===== config.mk =====
export PLATFORM = sky130hd
export DESIGN_NAME = stage_if_flat
export DESIGN_NICKNAME = d
export VERILOG_FILES = /design/src/rtl/stage_if_if.sv /design/src/rtl/stage_if.sv /design/src/flat_wrapper.sv
export SDC_FILE = /design/constraint.sdc
export NUM_CORES = 1
export LEC_CHECK = 0
export ABC_CLOCK_PERIOD_IN_PS = 1900
export CAP_MARGIN = 20
export CORE_MARGIN = 2
export CORE_UTILIZATION = 27
export CTS_CLUSTER_DIAMETER = 150
export DETAILED_ROUTE_END_ITERATION = 8
export RECOVER_POWER = 50
export SETUP_SLACK_MARGIN = 0.3
export SYNTH_ARGS = -nofsm -noshare
export SYNTH_HDL_FRONTEND = slang
export SYNTH_SLANG_ARGS = --single-unit

===== constraint.sdc =====
create_clock -name clock -period 1.9 [get_ports clock]
set_input_delay 0.38 -clock clock [delete_from_list [all_inputs] [get_ports clock]]
set_output_delay 0.38 -clock clock [all_outputs]
set_load 0.02 [all_outputs]

===== src/rtl/stage_if_if.sv =====
// Instruction-memory request/acknowledge port between the IF stage and memory.
interface stage_if_if;
    logic        imem_req;
    logic [31:0] imem_addr;
    logic        imem_ack;
    logic [31:0] imem_data;

    modport master (output imem_req, output imem_addr, input imem_ack, input imem_data);
    modport slave  (input imem_req, input imem_addr, output imem_ack, output imem_data);
endinterface


===== src/rtl/stage_if.sv =====
// IF stage: owns the PC, fetches over a req/ack memory port with wait states,
// feeds the IF/ID register, honours one branch delay slot, never squashes.
module stage_if #(
    parameter logic [31:0] RESET_PC = 32'h0000_0000
) (
    input  logic              clock,
    input  logic              reset_0,
    input  logic [31:0]       pc_b,
    input  logic [31:0]       pc_j,
    input  logic [31:0]       pc_r,
    input  logic [1:0]        pc_select,
    input  logic              stall,
    stage_if_if.master        imem,
    output logic [31:0]       pc4_id,
    output logic [31:0]       instr_id,
    output logic              valid_id
);
    typedef enum logic [1:0] {IDLE, FETCH, HOLD} state_t;

    state_t      state_q;
    logic [31:0] pc_q;
    logic [31:0] skid_instr_q, skid_pc4_q;
    logic        pend_q;
    logic [31:0] pend_tgt_q;
    logic [31:0] pc4_id_q, instr_id_q;
    logic        valid_id_q;

    logic [31:0] tgt, seq_pc, npc;
    logic        redir;

    // Request comes straight from registered state, so memory inputs never loop back.
    assign imem.imem_req  = (state_q == FETCH);
    assign imem.imem_addr = pc_q;
    assign pc4_id         = pc4_id_q;
    assign instr_id       = instr_id_q;
    assign valid_id       = valid_id_q;

    // Redirect target chosen by ID; only meaningful when redir is set.
    always_comb begin
        tgt = pc_b;
        case (pc_select)
            2'b10:   tgt = pc_r;
            2'b11:   tgt = pc_j;
            default: tgt = pc_b;
        endcase
    end

    // A redirect only counts for a real, non-stalled instruction in ID.
    assign redir  = valid_id_q & ~stall & (pc_select != 2'b00);
    assign seq_pc = pc_q + 32'd4;
    assign npc    = redir ? tgt : (pend_q ? pend_tgt_q : seq_pc);

    // Fetch FSM together with PC, skid buffer, pending redirect and IF/ID register.
    always_ff @(posedge clock or negedge reset_0) begin
        if (!reset_0) begin
            state_q      <= IDLE;
            pc_q         <= RESET_PC;
            skid_instr_q <= '0;
            skid_pc4_q   <= '0;
            pend_q       <= 1'b0;
            pend_tgt_q   <= '0;
            pc4_id_q     <= '0;
            instr_id_q   <= '0;
            valid_id_q   <= 1'b0;
        end else begin
            case (state_q)
                IDLE: state_q <= FETCH;
                FETCH: begin
                    if (imem.imem_ack) begin
                        pc_q   <= npc;
                        pend_q <= 1'b0;
                        if (stall) begin
                            // ID is frozen: park the word until the stall clears.
                            skid_instr_q <= imem.imem_data;
                            skid_pc4_q   <= seq_pc;
                            state_q      <= HOLD;
                        end else begin
                            pc4_id_q   <= seq_pc;
                            instr_id_q <= imem.imem_data;
                            valid_id_q <= 1'b1;
                        end
                    end else if (!stall) begin
                        pc4_id_q   <= '0;
                        instr_id_q <= '0;
                        valid_id_q <= 1'b0;
                        // In-flight word is the delay slot; remember where to go after it.
                        if (redir) begin
                            pend_q     <= 1'b1;
                            pend_tgt_q <= tgt;
                        end
                    end
                end
                HOLD: begin
                    if (!stall) begin
                        pc4_id_q   <= skid_pc4_q;
                        instr_id_q <= skid_instr_q;
                        valid_id_q <= 1'b1;
                        // Buffered word is the delay slot, so the target is fetched next.
                        if (redir) pc_q <= tgt;
                        state_q <= FETCH;
                    end
                end
                default: state_q <= IDLE;
            endcase
        end
    end
endmodule


===== src/flat_wrapper.sv =====
// flat-port wrapper written by rule: the top's interface ports become plain ports
module stage_if_flat 
#(
    parameter logic [31:0] RESET_PC = 32'h0000_0000
)
  (clock, reset_0, pc_b, pc_j, pc_r, pc_select, stall, pc4_id, instr_id, valid_id, imem_imem_req, imem_imem_addr, imem_imem_ack, imem_imem_data);
  stage_if_if imem_i ();
  input  logic clock;
  input  logic reset_0;
  input  logic [31:0] pc_b;
  input  logic [31:0] pc_j;
  input  logic [31:0] pc_r;
  input  logic [1:0] pc_select;
  input  logic stall;
  output logic [31:0] pc4_id;
  output logic [31:0] instr_id;
  output logic valid_id;
  output wire logic [$bits(imem_i.imem_req)-1:0] imem_imem_req;
  output wire logic [$bits(imem_i.imem_addr)-1:0] imem_imem_addr;
  input wire logic [$bits(imem_i.imem_ack)-1:0] imem_imem_ack;
  input wire logic [$bits(imem_i.imem_data)-1:0] imem_imem_data;
  assign imem_imem_req = imem_i.imem_req;
  assign imem_imem_addr = imem_i.imem_addr;
  assign imem_i.imem_ack = imem_imem_ack;
  assign imem_i.imem_data = imem_imem_data;
  stage_if #(.RESET_PC(RESET_PC)) u_core (.clock(clock), .reset_0(reset_0), .pc_b(pc_b), .pc_j(pc_j), .pc_r(pc_r), .pc_select(pc_select), .stall(stall), .imem(imem_i), .pc4_id(pc4_id), .instr_id(instr_id), .valid_id(valid_id));
endmodule

==> results of run 1 <==
-- cells in the mapped netlist (3+ instances only) --
library cell,instances,area share
dfrtp_1,196,0.50
o21ai_0,109,0.055
nor2_1,108,0.041
nand2_1,106,0.040
clkbuf_1,60,0.023
a21oi_1,52,0.026
mux2_2,52,0.060
a221oi_1,43,0.038
mux2i_1,35,0.036
inv_1,21,0.0080
xnor2_1,20,0.018
and3_1,17,0.011
nand3_1,14,0.0071
xor2_1,11,0.0098
buf_1,10,0.0038
a2bb2oi_1,9,0.0080
buf_2,9,0.0046
nand4_1,8,0.0051
o221a_2,8,0.0092
or2_2,8,0.0051
a211oi_1,7,0.0053
nand2b_1,7,0.0045
nor3_1,7,0.0036
a31oi_1,6,0.0038
o21a_1,6,0.0046
a21o_1,5,0.0038
a32oi_1,5,0.0045
and4_1,5,0.0045
nor2b_1,5,0.0032
nor4_1,5,0.0032
and2_1,4,0.0025
ha_1,4,0.0051
nor3_2,4,0.0041
o211ai_1,4,0.0031
o22a_1,4,0.0036
o31ai_1,4,0.0031
or3_1,4,0.0025
o31a_1,3,0.0027
or4_1,3,0.0023
-- final timing paths --
| path | startpoint | end | slack, ns | cells after the start |
|---|---|---|---|---|
| max | u_core.state_q[1] | u_core.pc4_id[11] | -0.11 | 12 |
| min | pc_select[1] | u_core.pend_tgt_q[16] | 0.38 | 4 |
| max reg2reg | u_core.state_q[1] | u_core.pc4_id[11] | -0.11 | 12 |
| min reg2reg | u_core.skid_pc4_q[27] | u_core.skid_pc4_q[27] | 0.48 | 2 |
| max in group asynchronous | reset_0 | u_core.imem.imem_addr[27] | 0.15 | 3 |
| min in group asynchronous | reset_0 | u_core.pc4_id[16] | 0.70 | 2 |
-- routing by layer --
metal	share of wire	GRT usage	wire length, um
met5	0	0	0
met4	0.036	0.0633	1360
met3	0.054	0.0342	2040
met2	0.48	0.305	17900
met1	0.43	0.245	16300
-- logic make-up after synthesis --
logic type,Yosys count,share of synthesized area
compound gates,282,0.186
xor+xnor,31,0.0276
fa+ha+maj,4,0.00509
buf+inv,104,0.0418
flops,196,0.499
mux,87,0.0951
simple gates,310,0.146
-- stage by stage --
step	power, mW	utilization
6_report	34.8	0.499
5_1_grt	36.7	0.499
4_1_cts	31.6	0.463
3_5_place_dp	22.3	0.385
3_3_place_gp	21.9	0.385
2_1_floorplan	16.5	-
-- repair_timing --
action	CTS	global route
setup buffers	60	28
gates resized for setup	483	227
gates cloned	22	10
endpoints found under the hold margin	36	0
setup endpoints to repair	266	220
pin swaps	73	65
hold buffers	1	0
-- layout make-up --
cell class	instances	area, um^2	share of cell area
well taps	461	577	0.0323
inverters	21	93.8	0.00526
multi-input cells	715	6370	0.357
clock buffers	21	460	0.0258
flip-flops and latches	196	4930	0.276
clock inverters	10	101	0.00568
repair buffers	468	5300	0.297
-- worst register-to-register path, delay by kind of cell, from the launching register on --
kind / cells / cell delay [ns]
compound gates: 4 / 0.47
fa+ha+maj: 1 / 0.17
buf+inv: 6 / 0.77
simple gates: 1 / 0.09
flops: 1 / 0.40
-- registers in the layout, indices dropped and copies added (netlist names) --
| signal | flops |
|---|---|
| u_core.instr_id | 32 |
| u_core.valid_id | 1 |
| u_core.skid_instr_q | 32 |
| u_core.state_q | 2 |
| u_core.imem.imem_addr | 32 |
| u_core.pend_q | 1 |
| u_core.skid_pc4_q | 32 |
| u_core.pc4_id | 32 |
| u_core.pend_tgt_q | 32 |
-- power by group through the flow --
stage                     Combinational, mW  Sequential [mW]  Clock, mW
final                                  23.2             8.05       3.57
after global routing                   24.6             8.30       3.79
after CTS                              20.2             7.78       3.64
after detailed placement               14.6             7.65          0
after global placement                 14.4             7.56          0
after floorplan                        7.78             8.68          0
==> flow_summary.rst, run 1 <==
.. list-table::
   :header-rows: 1

   * - Metric
     - Value
   * - Starting density of the core
     - 0.275
   * - Final-layout setup total negative slack
     - -5.07 ns
   * - Number of antenna violations at the first check in global routing
     - 1
   * - Sequential share of the synthesized area
     - 0.499
   * - Outcome
     - finished with violations
   * - DRT antenna net count
     - 0
   * - Internal power
     - about 21 mW
   * - Final hold slack
     - 0.382 ns
   * - Final slew viol count
     - 0
   * - Critical path endpoint category
     - flop
   * - Post-route design area
     - approximately 18000 um^2
   * - Worst-case setup slack after placement
     - -0.321 ns
   * - Clock share of power
     - 0.103
   * - Number of unique standard cell types used by synthesis
     - 58
   * - Max-cap violations
     - 0
   * - Setup slack after layout
     - -0.109 ns
   * - TritonCTS sink count
     - 196
   * - Detailed Route WL
     - between 30 and 40 mm
   * - Highest fanout seen on the critical path
     - 12
   * - Congestion Overflow GR
     - 0
   * - HPWL Detailed
     - around 23 mm
   * - Width of the chip
     - between 150 and 200 um
   * - Clock slew at reported path FFs
     - about 0.070 ns
   * - Area of placed instances
     - ~14000 um^2
   * - Clock tree from TritonCTS
     - yes
   * - Minimum clock period after layout
     - around 2 ns
   * - Switching part of the total power
     - 0.410
   * - Share of post-route cells with drive strength above 1
     - 0.453
   * - Number of global-route vias before repair
     - approximately 9700
   * - Cells traversed along the worst timing path
     - buf_6 -> ha_4 -> buf_12 -> o21ai_4 -> buf_4 -> buf_6 -> nand2_8 -> buf_6 -> buf_12 -> a21oi_2 -> o21ai_1 -> o21a_1
   * - CORE AREA
     - roughly 36000 um^2
   * - Die height
     - 195 um
   * - Max Clk Rate
     - approximately 500 MHz
   * - Path type of the worst setup path
     - reg2reg
   * - CTS root buffer
     - clkbuf_16
   * - Number of filler instances in the final layout
     - 3158
   * - Total standard cell area after synthesis
     - about 9800 um^2
   * - Critical-path top delay cell
     - dfrtp_1
   * - Critical Path RT
     - ~2.2 ns
   * - Number of failing hold endpoints at the final stage
     - 0
   * - I/O pins
     - 232
   * - First-pass GRT wire length
     - approximately 55 mm
   * - Via density per instance
     - ~5.1
   * - Combinational share of power
     - 0.666
   * - Synth Net Count
     - between 1000 and 1500
   * - Lkg Pwr
     - 7.84 nW
   * - Final number of setup-violating endpoints
     - 132
   * - Number of buffers and inverters on the critical path
     - 6
   * - Number of diodes
     - 0
   * - Max VDD drop
     - approximately 830 uV
   * - Primary flip-flop cell chosen by synthesis mapping
     - dfrtp_1
   * - Final period util
     - 1.06
   * - CTS Buf Count
     - 17
   * - Clock latency of the later-clocked register in the worst-skew pair
     - 0.44 ns
   * - Fraction of registers with async set or reset after synthesis
     - 1.00
   * - Total of warnings raised by yosys
     - 0
   * - Flop pwr share
     - 0.231
   * - Violated checks
     - setup timing
   * - Class of the worst hold path
     - in2reg
   * - PwrDens
     - around 2000 nW/um^2
   * - Commonest non-fill, non-tap cells in the layout
     - dfrtp_1, clkdlybuf4s50_1, buf_4
   * - Unrepaired setup endpoints after global routing
     - yes
   * - Total net switching power
     - ~14 mW
   * - Iteration-0 DRC Markers
     - between 500 and 600
   * - Post-synth EDFFs
     - 0
   * - Total of buffers placed on input and output ports
     - between 200 and 250
   * - Layout-stage area growth over the synthesis result
     - 81.3%
   * - Most common library cell in the layout ignoring fill and taps
     - dfrtp_1
   * - Instance count of the mapped netlist
     - around 1000
   * - Total number of vias
     - around 9600
   * - Area enclosed by the die boundary
     - roughly 38000 um^2
   * - Post-Place Cells
     - 1740
   * - Worst Setup Start Kind
     - flop
   * - Number of design rule violations left after detail routing
     - 0
   * - Cell family with most CP delay
     - buffers and inverters
   * - Data arrival time of the critical path
     - roughly 2.3 ns
   * - Max incr delay on CP
     - 0.40 ns
   * - Post-synthesis area per instance
     - slightly below 10 um^2
   * - Least-Margin Pin Slew
     - ~1.0 ns
   * - Final estimated routing congestion in global placement
     - 0.877
   * - Wire length per cell
     - approximately 20 um
   * - Max Clock Skew
     - about 0.012 ns
   * - Depth of the CTS H-tree
     - 4
   * - Maximum buffer depth of the clock tree
     - 2
   * - Number of standard cells in the layout, taps in and fillers out
     - between 1500 and 2000
   * - First-pass DRT Iterations
     - 5
   * - Post-synthesis register bit count
     - 196
   * - Total routing usage reported by global routing
     - 0.185
   * - Worst relative slew slack
     - 0.310
   * - Post-layout nets
     - around 1600
   * - Site row count
     - about 70
   * - Cell occurring most often along the worst timing path
     - buf_6
   * - Largest net degree at the start of global routing
     - 52
Note: power is estimated with default switching activity, not from simulation.
==> run 2: changes to the inputs <==
--- a/config.mk
+++ b/config.mk
@@ -9,7 +9,6 @@
 export CAP_MARGIN = 20
 export CORE_MARGIN = 2
 export CORE_UTILIZATION = 27
-export CTS_CLUSTER_DIAMETER = 150
 export DETAILED_ROUTE_END_ITERATION = 8
 export RECOVER_POWER = 50
 export SETUP_SLACK_MARGIN = 0.3
==> results of run 2 <==
No change in the layout: final DEF, timing and power equal those of run 1.
==> run 3: changes to the inputs <==
--- a/config.mk
+++ b/config.mk
@@ -8,8 +8,11 @@
 export ABC_CLOCK_PERIOD_IN_PS = 1900
 export CAP_MARGIN = 20
 export CORE_MARGIN = 2
-export CORE_UTILIZATION = 27
+export CORE_UTILIZATION = 47
+export CTS_BUF_LIST = sky130_fd_sc_hd__clkbuf_2 sky130_fd_sc_hd__clkbuf_4 sky130_fd_sc_hd__clkbuf_8
 export DETAILED_ROUTE_END_ITERATION = 8
+export MAX_ROUTING_LAYER = met4
+export PLACE_DENSITY = 0.79
 export RECOVER_POWER = 50
 export SETUP_SLACK_MARGIN = 0.3
 export SYNTH_ARGS = -nofsm -noshare
==> run 3 against run 2 <==
  * The run ends with DRC, setup timing left
  * Worst hold slack worse by 0.065 ns
  * Sequential share of layout area down 0.77 points
  * Sequential power up 9.2%
  * Worst setup slack worse by 0.30 ns
  * Via count up 26%
  * Final cell count down 7.7%
  * Cell area up 2.9%
  * Wire length up 42%
  * Combinational power up 22%
  * Maximum frequency down 13%
  * First-iteration DRC count rose to 2.7 times the previous value
  * Largest power group unchanged
==> flow_summary.rst, run 3 (synthesis gave the netlist of run 1 again) <==
.. list-table::
   :header-rows: 1

   * - Metric
     - Value
   * - Critical-path top delay cell
     - dfrtp_1
   * - Post-layout nets
     - 1601 (+2.8%)
   * - Commonest non-fill, non-tap cells in the layout
     - dfrtp_1, clkdlybuf4s50_1, buf_4
   * - Number of design rule violations left after detail routing
     - 11 (+11)
   * - Worst relative slew slack
     - 0.0809 (-0.229)
   * - Path type of the worst setup path
     - reg2reg
   * - Cell family with most CP delay
     - compound AO/OA/AOI/OAI gates
   * - Clock latency of the later-clocked register in the worst-skew pair
     - 0.52 ns (+0.08 ns)
   * - HPWL Detailed
     - 20.4 mm (-12%)
   * - Minimum clock period after layout
     - 2.31 ns (+0.301 ns)
   * - Max incr delay on CP
     - 0.48 ns (+0.08 ns)
   * - Number of filler instances in the final layout
     - 698 (-78%)
   * - Maximum buffer depth of the clock tree
     - 2 (unchanged)
   * - Iteration-0 DRC Markers
     - 1532 (+170%)
   * - Max Clk Rate
     - 433 MHz (-13%)
   * - Clock slew at reported path FFs
     - 0.11 ns (+0.04 ns)
   * - Total of buffers placed on input and output ports
     - 231 (unchanged)
   * - Final estimated routing congestion in global placement
     - 0.941 (+7.3%)
   * - CTS root buffer
     - clkbuf_8
   * - Total routing usage reported by global routing
     - 0.382 (+0.197)
   * - Cells traversed along the worst timing path
     - inv_2 -> ha_4 -> buf_6 -> buf_12 -> clkinv_8 -> o21ai_4 -> nor2_1 -> buf_4 -> a211oi_2 -> a221o_1
   * - Max Clock Skew
     - 0.0217 ns (+0.00952 ns)
   * - Lkg Pwr
     - 8.08 nW (+3.0%)
   * - Max-cap violations
     - 0 (unchanged)
   * - Total number of vias
     - 12099 (+26%)
   * - Setup slack after layout
     - -0.411 ns (-0.301 ns)
   * - Area enclosed by the die boundary
     - 22100 um^2 (-42%)
   * - Final slew viol count
     - 0 (unchanged)
   * - Number of failing hold endpoints at the final stage
     - 0 (unchanged)
   * - Number of antenna violations at the first check in global routing
     - 1 (unchanged)
   * - CTS Buf Count
     - 17 (unchanged)
   * - Most common library cell in the layout ignoring fill and taps
     - dfrtp_1
   * - Final number of setup-violating endpoints
     - 155 (+17%)
   * - Data arrival time of the critical path
     - 2.76 ns (+0.42 ns)
   * - Depth of the CTS H-tree
     - 4 (unchanged)
   * - Area of placed instances
     - 13600 um^2 (-1.3%)
   * - Largest net degree at the start of global routing
     - 65 (+25%)
   * - Number of buffers and inverters on the critical path
     - 5 (-1)
   * - TritonCTS sink count
     - 196 (unchanged)
   * - Outcome
     - finished with violations
   * - First-pass GRT wire length
     - 63.1 mm (+14%)
   * - Critical path endpoint category
     - flop
   * - Critical Path RT
     - 2.35 ns (+0.12 ns)
   * - Highest fanout seen on the critical path
     - 8 (-4)
   * - Final period util
     - 1.22 (+0.159)
   * - Final hold slack
     - 0.317 ns (-0.0645 ns)
   * - Share of post-route cells with drive strength above 1
     - 0.545 (+0.0926)
   * - Detailed Route WL
     - 53.3 mm (+42%)
   * - Final-layout setup total negative slack
     - -19.40 ns (-14.34 ns)
   * - Clock tree from TritonCTS
     - yes
   * - Congestion Overflow GR
     - 0 (unchanged)
   * - Wire length per cell
     - 30.5 um (+53%)
   * - Max VDD drop
     - 984 uV (+18%)
   * - Die height
     - 149 um (-24%)
   * - Layout-stage area growth over the synthesis result
     - 86.5%
   * - Violated checks
     - DRC, setup timing
   * - Number of global-route vias before repair
     - 11111 (+15%)
   * - I/O pins
     - 232 (unchanged)
   * - DRT antenna net count
     - 0 (unchanged)
   * - Worst Setup Start Kind
     - flop
   * - Unrepaired setup endpoints after global routing
     - yes
   * - First-pass DRT Iterations
     - 9 (+4)
   * - Site row count
     - 52 (-25%)
   * - Starting density of the core
     - 0.483 (+0.208)
   * - CORE AREA
     - 20400 um^2 (-43%)
   * - Least-Margin Pin Slew
     - 1.38 ns (+0.344 ns)
   * - Width of the chip
     - 149 um (-24%)
   * - Via density per instance
     - 6.93 (+37%)
   * - Class of the worst hold path
     - in2reg
   * - PwrDens
     - 2190 nW/um^2 (+12%)
   * - Post-route design area
     - 18300 um^2 (+2.9%)
[run 3: cell types whose count changed in the layout (fill, tap and decap cells not counted), sizes merged, moves of 2 or more]
cell / delta
buf: +49
clkbuf: +33
dlygate4sd2: -47
inv: +5
nand2: +2
or3: +2
[run 3: worst paths after layout]
kind | start | to | slack [ns] | depth (start not counted)
max | u_core.state_q[0] | u_core.imem.imem_addr[22] | -0.41 | 10
min | pc_select[1] | u_core.pend_tgt_q[16] | 0.32 | 4
max reg2reg | u_core.state_q[0] | u_core.imem.imem_addr[22] | -0.41 | 10
min reg2reg | u_core.pend_tgt_q[4] | u_core.pend_tgt_q[4] | 0.52 | 2
max in group asynchronous | reset_0 | u_core.valid_id | 0.11 | 3
min in group asynchronous | reset_0 | u_core.pc4_id[21] | 0.72 | 2
[run 3: layout make-up]
cell class | instances | area [um^2] | share of cell area
Inverter | 21 | 98.8 | 0.00539
Antenna cell | 1 | 2.50 | 0.000136
Clock inverter | 15 | 193 | 0.0105
Timing Repair Buffer | 508 | 5640 | 0.307
Sequential cell | 196 | 4930 | 0.269
Clock buffer | 17 | 234 | 0.0128
Tap cell | 270 | 338 | 0.0184
Multi-Input combinational cell | 719 | 6910 | 0.377
[run 3: timing repair]
action	in CTS	in global routing
hold buffers	1	0
buffers inserted	62	61
hold endpoints to repair	19	0
endpoints found under the setup margin	247	287
pin swaps	62	84
resized for setup	566	405
cloned	32	6
[run 3: metal layers]
| metal | track usage | up-vias | share of wire |
|---|---|---|---|
| met5 | - | - | 0 |
| met3 | 0.0752 | 479 | 0.11 |
| li1 | - | 4566 | - |
| met1 | 0.444 | 5788 | 0.34 |
| met4 | 0.178 | 0 | 0.092 |
| met2 | 0.643 | 1266 | 0.46 |
[run 3: report_power, final]
part / switching, mW / internal, mW / total [mW]
combinational: 14.5 / 13.8 / 28.3
clock: 1.87 / 1.23 / 3.10
sequential: 2.46 / 6.32 / 8.79
[run 3: worst reg2reg max path: cells and delay by family (launching register included)]
family / cells / cell delay [ns]
DFF: 1 / 0.48
AOI/OAI and AO/OA: 3 / 0.78
buffers and inverters: 5 / 0.68
adders and majority gates: 1 / 0.19
and+or+nand+nor: 1 / 0.13
[run 3: per-stage QoR]
step | cells | utilization | setup slack, ns | power, mW
after detailed placement | 1552 | 0.667 | -0.439 | 22.2
after global placement | 1552 | 0.667 | -0.397 | 21.7
after global routing | 1747 | 0.901 | -0.440 | 40.8
after CTS | 1679 | 0.816 | -0.0395 | 32.0
after floorplan | 1014 | - | -0.213 | 16.5
final | 1747 | 0.901 | -0.411 | 40.2
==> RTL change, RTL diff (settings of run 3) <==
Re-encode `state_t` (3 states) as one-hot, 3 bits wide.
--- a/src/rtl/stage_if.sv
+++ b/src/rtl/stage_if.sv
@@ -17,3 +17,3 @@
 );
-    typedef enum logic [1:0] {IDLE, FETCH, HOLD} state_t;
+    typedef enum logic [2:0] {IDLE = 3'b001, FETCH = 3'b010, HOLD = 3'b100} state_t;
 
Behaviour: no difference found for any inputs over 4 cycles, from zero or initial values and one cycle with reset_0 low; so few cycles prove little.
==> RTL change against run 3 <==
The run ends with setup timing left; design area down 9.2%; routed wire length down 24%; hold slack better by 0.099 ns; worst setup slack better by 0.27 ns; non-clock buffer count down 41; sequential cell count up 1; area after synthesis up 2.7%; largest cell class unchanged; highest routed layer unchanged.
Power is not compared: it rests on default switching activity, and its combinational part moved more than twofold at a synthesized area within 25%.
==> RTL change: results (changes against run 3) <==
STA
  • Final worst-path setup slack: -0.1393 ns (+0.2716 ns)
  • Final setup violating endpoints: 33 (-79%)
  • Worst hold slack after final layout: 0.4160 ns (+0.09874 ns)
  • Summed negative setup slack over all endpoints: -1.840 ns (+17.56 ns)
  • Worst clock skew: 0.01848 ns (-0.003218 ns)

Yosys
  • Mux cell area share after synthesis: 10.89% (+1.4 points)
  • Cells taking the most area after synthesis: sky130_fd_sc_hd__dfrtp_1 (49%), sky130_fd_sc_hd__mux2_2 (6.6%), sky130_fd_sc_hd__nand2_1 (4.6%)
  • Xor-xnor portion of the synthesized cell area: 2.241% (-0.52 points)
  • Synthesized Nets: 1189 (+3.2%)
  • Adder-Cell Fraction of Synth Area: 0.1238% (-0.38 points)
  • Synthesized area divided by synthesized cell count: 9.586 µm² (-1.2%)
  • Compound-Gate Fraction of Synth Area: 16.59% (-2.0 points)
  • Post-synthesis sequential area ratio: 48.80% (-1.0 points)

Clock network
  • Worst-skew pair later-pin latency: 0.49 ns (-0.03 ns)

Outcome
  • Violations in the final reports: setup timing
  • Outcome: finished, violations left

Pwr
  • Overall Power: 0.02478 W

Worst setup path
  • Critical Path Source: u_core.imem.imem_addr[2]
  • Critical Path Fanout Max: 3 (-5)
  • Worst reg-to-reg path cell count: 9 (-1)
  • Worst reg2reg path endpoint: u_core.pc4_id[14]
  • Capture point of the critical path: u_core.pc4_id[14]
  • Delay-heaviest family, CP: simple AND/OR/NAND/NOR gates

Placed design
  • Total placed instance area: 13690 µm² (+0.76%)
  • HPWL after detailed placement: 21050 µm (+3.3%)
  • Final weighted congestion in routability-driven placement: 0.9272 (-1.4%)
  • Worst slack, placed: -0.3172 ns (+0.1222 ns)

Global route
  • Met1 Resource Use GR: 36.75% (-7.7 points)
  • Global-route total usage across every layer: 29.24% (-9.0 points)
  • Largest net degree at the start of global routing: 61 (-6.2%)
  • First-pass GRT wire length: 50070 µm (-21%)
  • Met3 routing resource usage after global routing: 5.364% (-2.2 points)
  • Met2 usage: 47.70% (-17 points)

Drt
  • Wire length on met2: 19510 µm (-20%)
  • Wire length on met3: 3854 µm (-35%)
  • Vias: 11005 (-9.0%)
  • Routed length per instance: 23.33 µm (-24%)
  • DRC marker count from the first detailed-route iteration: 1108 (-28%)
  • Initial DRT Pass Iterations: 5 (-4)

Final layout
  • Post-layout nets: 1591 (-0.62%)
  • Non-filler instance count after layout: 1745 (-0.11%)

Hold path
  • Worst hold stages: 3 (-1)
## RTL change: cell count changes after synthesis, moves of 17 or more
cell	delta
sky130_fd_sc_hd__clkbuf_1	-18
sky130_fd_sc_hd__nand2_1	+17
sky130_fd_sc_hd__a221oi_1	-33
sky130_fd_sc_hd__a31oi_1	+46
sky130_fd_sc_hd__nor2_1	-17
sky130_fd_sc_hd__buf_2	+19
sky130_fd_sc_hd__o21ai_0	-22
sky130_fd_sc_hd__nand3_1	+36
## RTL change: repair_timing
item / 4_1_cts / 5_1_grt
endpoints found under the setup margin: 288 / 287
gates resized for setup: 338 / 323
endpoints found under the hold margin: 51 / 0
cloned: 13 / 9
hold buffers: 1 / 0
pin swaps: 33 / 75
buffers inserted: 47 / 52
## RTL change: layout make-up
cell class / count / area (µm²)
multi-input cells: 759 / 6076
flip-flops and latches: 197 / 4969
repair buffers: 467 / 4822
fillers: 1180 / 4434
well taps: 275 / 344.1
clock buffers: 20 / 269.0
clock inverters: 12 / 116.4
inverters: 14 / 55.05
diodes: 1 / 2.502
